===== src/rtl/bcd_serial_add_ctrl.sv =====
// Digit-serial packed-BCD adder controller: one shared 4-bit BCD digit adder swept LS digit first.
// Optional feature macro BCD_SUB_EN enables tens'-complement subtraction via the sub input.
module bcd_serial_add_ctrl #(
  parameter int DIGITS = 4
) (
  input  logic                  clk,
  input  logic                  rst_n,
  input  logic                  start,
  input  logic [4*DIGITS-1:0]   a,
  input  logic [4*DIGITS-1:0]   b,
  input  logic                  sub,
  output logic                  busy,
  output logic                  done,
  output logic [4*DIGITS-1:0]   sum,
  output logic                  carry_out,
  output logic                  err
);

  // state  | meaning
  // IDLE   | waiting for start; results from last operation held
  // RUN    | one digit per cycle, idx = digit being added
  // DONE   | results valid, done pulse; returns to IDLE next edge
  typedef enum logic [1:0] {S_IDLE = 2'd0, S_RUN = 2'd1, S_DONE = 2'd2} state_t;

  localparam int IW = (DIGITS > 1) ? $clog2(DIGITS) : 1;
  localparam logic [IW-1:0] LAST = IW'(DIGITS - 1);

  state_t state, state_nxt;

  logic [4*DIGITS-1:0] a_q, b_q;
  logic [IW-1:0]       idx;
  logic                c_q;
  logic                sub_eff;
  logic                bad_in;
  logic [3:0]          a_dig, b_dig, bd;
  logic [4:0]          t;
  logic [3:0]          s_dig;
  logic                c_nxt;
  logic                last_dig;

`ifdef BCD_SUB_EN
  logic sub_q;
  assign sub_eff = sub;
`else
  logic unused_sub;
  assign unused_sub = sub;
  assign sub_eff    = 1'b0;
`endif

  assign last_dig = (idx == LAST);

  always_ff @(posedge clk or negedge rst_n) begin
    if (!rst_n) state <= S_IDLE;
    else        state <= state_nxt;
  end

  always_comb begin
    state_nxt = state;
    case (state)
      S_IDLE:  if (start) state_nxt = S_RUN;
      S_RUN:   if (last_dig) state_nxt = S_DONE;
      S_DONE:  state_nxt = S_IDLE;
      default: state_nxt = S_IDLE;
    endcase
  end

  always_comb begin
    busy = (state == S_RUN);
    done = (state == S_DONE);
  end

  always_comb begin
    bad_in = 1'b0;
    for (int i = 0; i < DIGITS; i++) begin
      if (a[4*i +: 4] > 4'd9 || b[4*i +: 4] > 4'd9) bad_in = 1'b1;
    end
  end

  // Invalid nibbles go through the same rule; 9-b wraps modulo 16.
  always_comb begin
    a_dig = a_q[4*idx +: 4];
    b_dig = b_q[4*idx +: 4];
`ifdef BCD_SUB_EN
    bd = sub_q ? (4'd9 - b_dig) : b_dig;
`else
    bd = b_dig;
`endif
    t = {1'b0, a_dig} + {1'b0, bd} + {4'b0000, c_q};
    if (t > 5'd9) begin
      s_dig = 4'(t + 5'd6);
      c_nxt = 1'b1;
    end else begin
      s_dig = t[3:0];
      c_nxt = 1'b0;
    end
  end

  always_ff @(posedge clk or negedge rst_n) begin
    if (!rst_n) begin
      a_q       <= '0;
      b_q       <= '0;
      idx       <= '0;
      c_q       <= 1'b0;
      sum       <= '0;
      carry_out <= 1'b0;
      err       <= 1'b0;
`ifdef BCD_SUB_EN
      sub_q     <= 1'b0;
`endif
    end else begin
      case (state)
        S_IDLE: begin
          if (start) begin
            a_q   <= a;
            b_q   <= b;
            idx   <= '0;
            c_q   <= sub_eff;
            err   <= bad_in;
            sum   <= '0;
`ifdef BCD_SUB_EN
            sub_q <= sub;
`endif
          end
        end
        S_RUN: begin
          sum[4*idx +: 4] <= s_dig;
          c_q             <= c_nxt;
          if (last_dig) carry_out <= c_nxt;
          else          idx       <= idx + 1'b1;
        end
        default: ;
      endcase
    end
  end

endmodule


===== config.mk =====
export PLATFORM = sky130hd
export DESIGN_NAME = bcd_serial_add_ctrl
export DESIGN_NICKNAME = d
export VERILOG_FILES = /design/src/rtl/bcd_serial_add_ctrl.sv
export SDC_FILE = /design/constraint.sdc
export NUM_CORES = 1
export LEC_CHECK = 0
export ABC_CLOCK_PERIOD_IN_PS = 4490
export CAP_MARGIN = 20
export CELL_PAD_IN_SITES_DETAIL_PLACEMENT = 1
export CELL_PAD_IN_SITES_GLOBAL_PLACEMENT = 1
export CORE_ASPECT_RATIO = 0.8
export CORE_MARGIN = 2
export CORE_UTILIZATION = 40
export CTS_CLUSTER_DIAMETER = 120
export DETAILED_ROUTE_END_ITERATION = 7
export PLACE_DENSITY = 0.76
export SYNTH_ARGS = -nofsm -noshare
export SYNTH_HDL_FRONTEND = slang
export SYNTH_SLANG_ARGS = --single-unit

===== constraint.sdc =====
create_clock -name clk -period 4.49 [get_ports clk]
set_input_delay 1.347 -clock clk [delete_from_list [all_inputs] [get_ports clk]]
set_output_delay 1.347 -clock clk [all_outputs]
set_load 0.01 [all_outputs]

==> results.md <==
- Mapped cell area: 0.00268 mm^2
- Critical Path Most Common Cell: fa_1
- Post-synth top area share: 0.513
- Crit path capture type: flip-flop
- Initial antenna violation count: 0
- Reg2reg start: idx[0]$_DFFE_PN0P_
- Synth Register Bits: 55
- HP Class: reg2reg
- Util after Layout: 0.533
- XOR/XNOR Fraction of Synth Area: 0.00327
- Run status: completed
- Diode count: 0
- Clock skew: 0.00836 ns
- Sum Neg Setup Slack: 0 ns
- # rows: 26
- Initial DRC Count: 47
- CP peak stage delay: 0.61 ns
- Post-CTS Setup Bufs: 0
- CP top delay family: adder cells
- Most frequent cell after synthesis: dfrtp_1
- Final period utilization: 0.863
- R2r setup slk: 0.62 ns
- Total Wirelength: 6.32 mm
- Slew Limit Fails: 0
- Seq/Total Area, Yosys: 0.513
- Area contributors post-synth: dfrtp_1 (51%), mux2_2 (13%), mux4_2 (6.7%), ha_1 (3.7%), o21ai_0 (3.7%)
- Max frequency: 0.258 GHz
- Layout cells sized above 1: 0.217
- First-pass GRT wire length: 10.8 mm
- CP required: 4.69 ns
- CP Max Fanout: 8
- Vias in the first global route: 2,117
- RSZ-0062 raised after global routing: false
- Skew-Pair Late Insertion Delay: 0.31 ns
- Library cells used by synthesis: 38
- Compound-Gate Fraction of Synth Area: 0.111
- Simple-gate share of the synthesized area: 0.0938
- Area Growth Syn to Fin: 28.1%
- CTS Hold Bufs: 0
- EDFF count, synth: 0
- CP bufs+invs: 0
- Max Root-Sink Buffers: 2
- Post-DP HPWL: 4.96 mm
- Worst Hold Path EP: sum[0]$_DFFE_PN0P_
- Clk sink count: 55
- Initial Util: 0.416
- Placer congestion estimate: 0.719
- Die X: 95.5 um
- Adder-cell share of the synthesized area: 0.0523
- Syn Area/Cell: 12.4 um^2
- Busiest grt layer: met2
- Syn_nets: 263
- Crit-path slowest cell: dfrtp_1
- Setup WS pre-CTS: 0.625 ns
- Drt via density: 5.23
- Nets@finish: 322
- Yosys warns: 0
- Gr usage total: 0.192
- Min cycle time layout: 3.87 ns
- M3 GR Usage: 0.0334
- Routed wire per std cell: 17.5 um
- Clock root buffer: clkbuf_8
- I/O pin count: 56
- Max transition margin: 0.630
- H-tree levels: 2
- Synth area leader: dfrtp_1
- Core ar.: 0.00644 mm^2
- Final setup viols: 0
- Slew @ Worst Pin: 0.555 ns
- Antenna Nets Post-Route: 0
- Vias post-DR: 1,888
- Async SR Flop Fraction: 1.00
- IO Port Bufs: 54
- TritonCTS clock tree: yes
- Clk slew on worst S/H paths: 0.10 ns
- Post-synth top flop: dfrtp_1
- Number of detailed-route iterations in the first pass: 4
- Crit path DAT: 4.07 ns
- Syn Inst Count: 217
- Fin area: 0.00343 mm^2
- Reg2Reg Capture Point: sum[6]$_DFFE_PN0P_
- CP cell instances: mux4_2 -> fa_1 -> fa_1 -> xnor2_1 -> ha_1 -> and2b_1 -> a2111oi_0 -> a211oi_1 -> a211oi_2 -> o21ai_1
- M2 GR Usage: 0.332
- Type of the worst setup path: reg2reg
- Number of fillers in the final layout: 678
- Total gr overflow: 0
- Hold Path Stages: 2
- Final worst slack: 0.615 ns
- Total CTS buffers: 5
- Residual DRC: 0
- Largest family of logic cells by synthesized area: multiplexers
- Largest net degree at the start of global routing: 35
- DP Area: 0.00332 mm^2
- Mux contribution to synthesized area: 0.202
- Total of max-cap violations: 0
- Die Area: 0.00738 mm^2
- Reg2Reg Depth: 10
- Final hold violation count: 0
- HP Start: sum[0]$_DFFE_PN0P_
- Synth cell count leaders: dfrtp_1 (55), mux2_2 (32), nand2_1 (22)
- Critical path launch point type: flip-flop
- Post_cts resized: 0
- GR Layer Usage met1: 0.245
- Die Ht: 77.2 um
-- worst max path at each step --
stage / to / depth (start not counted) / start
5_1_grt: sum[2]$_DFFE_PN0P_ / 10 / idx[0]$_DFFE_PN0P_
2_1_floorplan: sum[2]$_DFFE_PN0P_ / 11 / idx[0]$_DFFE_PN0P_
3_3_place_gp: sum[6]$_DFFE_PN0P_ / 10 / idx[0]$_DFFE_PN0P_
6_report: sum[6]$_DFFE_PN0P_ / 10 / idx[0]$_DFFE_PN0P_
4_1_cts: sum[6]$_DFFE_PN0P_ / 10 / idx[0]$_DFFE_PN0P_
3_5_place_dp: sum[6]$_DFFE_PN0P_ / 10 / idx[0]$_DFFE_PN0P_
-- layout by cell type (no fill, tap or decap), drive strengths merged, types with 2 or more instances in the layout --
| cell | n |
|---|---|
| dfrtp | 55 |
| clkdlybuf4s50 | 53 |
| mux2 | 32 |
| o21ai | 25 |
| nand2 | 22 |
| mux4 | 8 |
| ha | 8 |
| inv | 8 |
| a21o | 8 |
| nor2 | 7 |
| clkbuf | 6 |
| nand3 | 5 |
| buf | 5 |
| o31ai | 4 |
| nand4 | 4 |
| a21oi | 3 |
| nand2b | 3 |
| a211oi | 3 |
| a31oi | 2 |
| fa | 2 |
| and3 | 2 |
-- routing by layer --
metal  wire length (um)  vias up
met3                193        6
met1               2750      940
li1                   -      904
met4                 83        0
met2               3280       38
met5                  0        -
-- state kept, by name (all words and copies together) (netlist names) --
| signal | cells |
|---|---|
| carry_out | 1 |
| sum | 16 |
| b_q | 16 |
| a_q | 16 |
| c_q | 1 |
| err | 1 |
| idx | 2 |
| state | 2 |
-- final cells by class --
cell class / count / area, um^2 / share of cell area
Clock buffer: 6 / 82.6 / 0.0240
Tap cell: 84 / 105 / 0.0306
Clock inverter: 2 / 35.0 / 0.0102
Timing Repair Buffer: 58 / 566 / 0.165
Inverter: 8 / 30.0 / 0.00874
Sequential cell: 55 / 1380 / 0.401
Multi-Input combinational cell: 148 / 1240 / 0.361
-- cell families after synthesis --
kind of cell	after synthesis
adders and majority gates	10
AOI/OAI and AO/OA	48
and+or+nand+nor	49
xor gates and xnor gates	1
muxes	40
DFF	55
buffers and inverters	14
-- metrics by stage --
stage,hold WS [ns],cells
6_report,0.487,361
5_1_grt,0.518,361
4_1_cts,0.498,361
3_5_place_dp,0.475,353
3_3_place_gp,0.466,353
2_1_floorplan,0.475,217
-- worst reg2reg max path, cell delays in order (launching register included) --
cell	delay, ns
dfrtp_1	0.61
mux4_2	0.60
fa_1	0.46
fa_1	0.43
xnor2_1	0.22
ha_1	0.26
and2b_1	0.20
a2111oi_0	0.32
a211oi_1	0.12
a211oi_2	0.40
o21ai_1	0.12
Power is not shown: default switching activity piles up to over one toggle a cycle in this logic, so the estimate is an artifact.
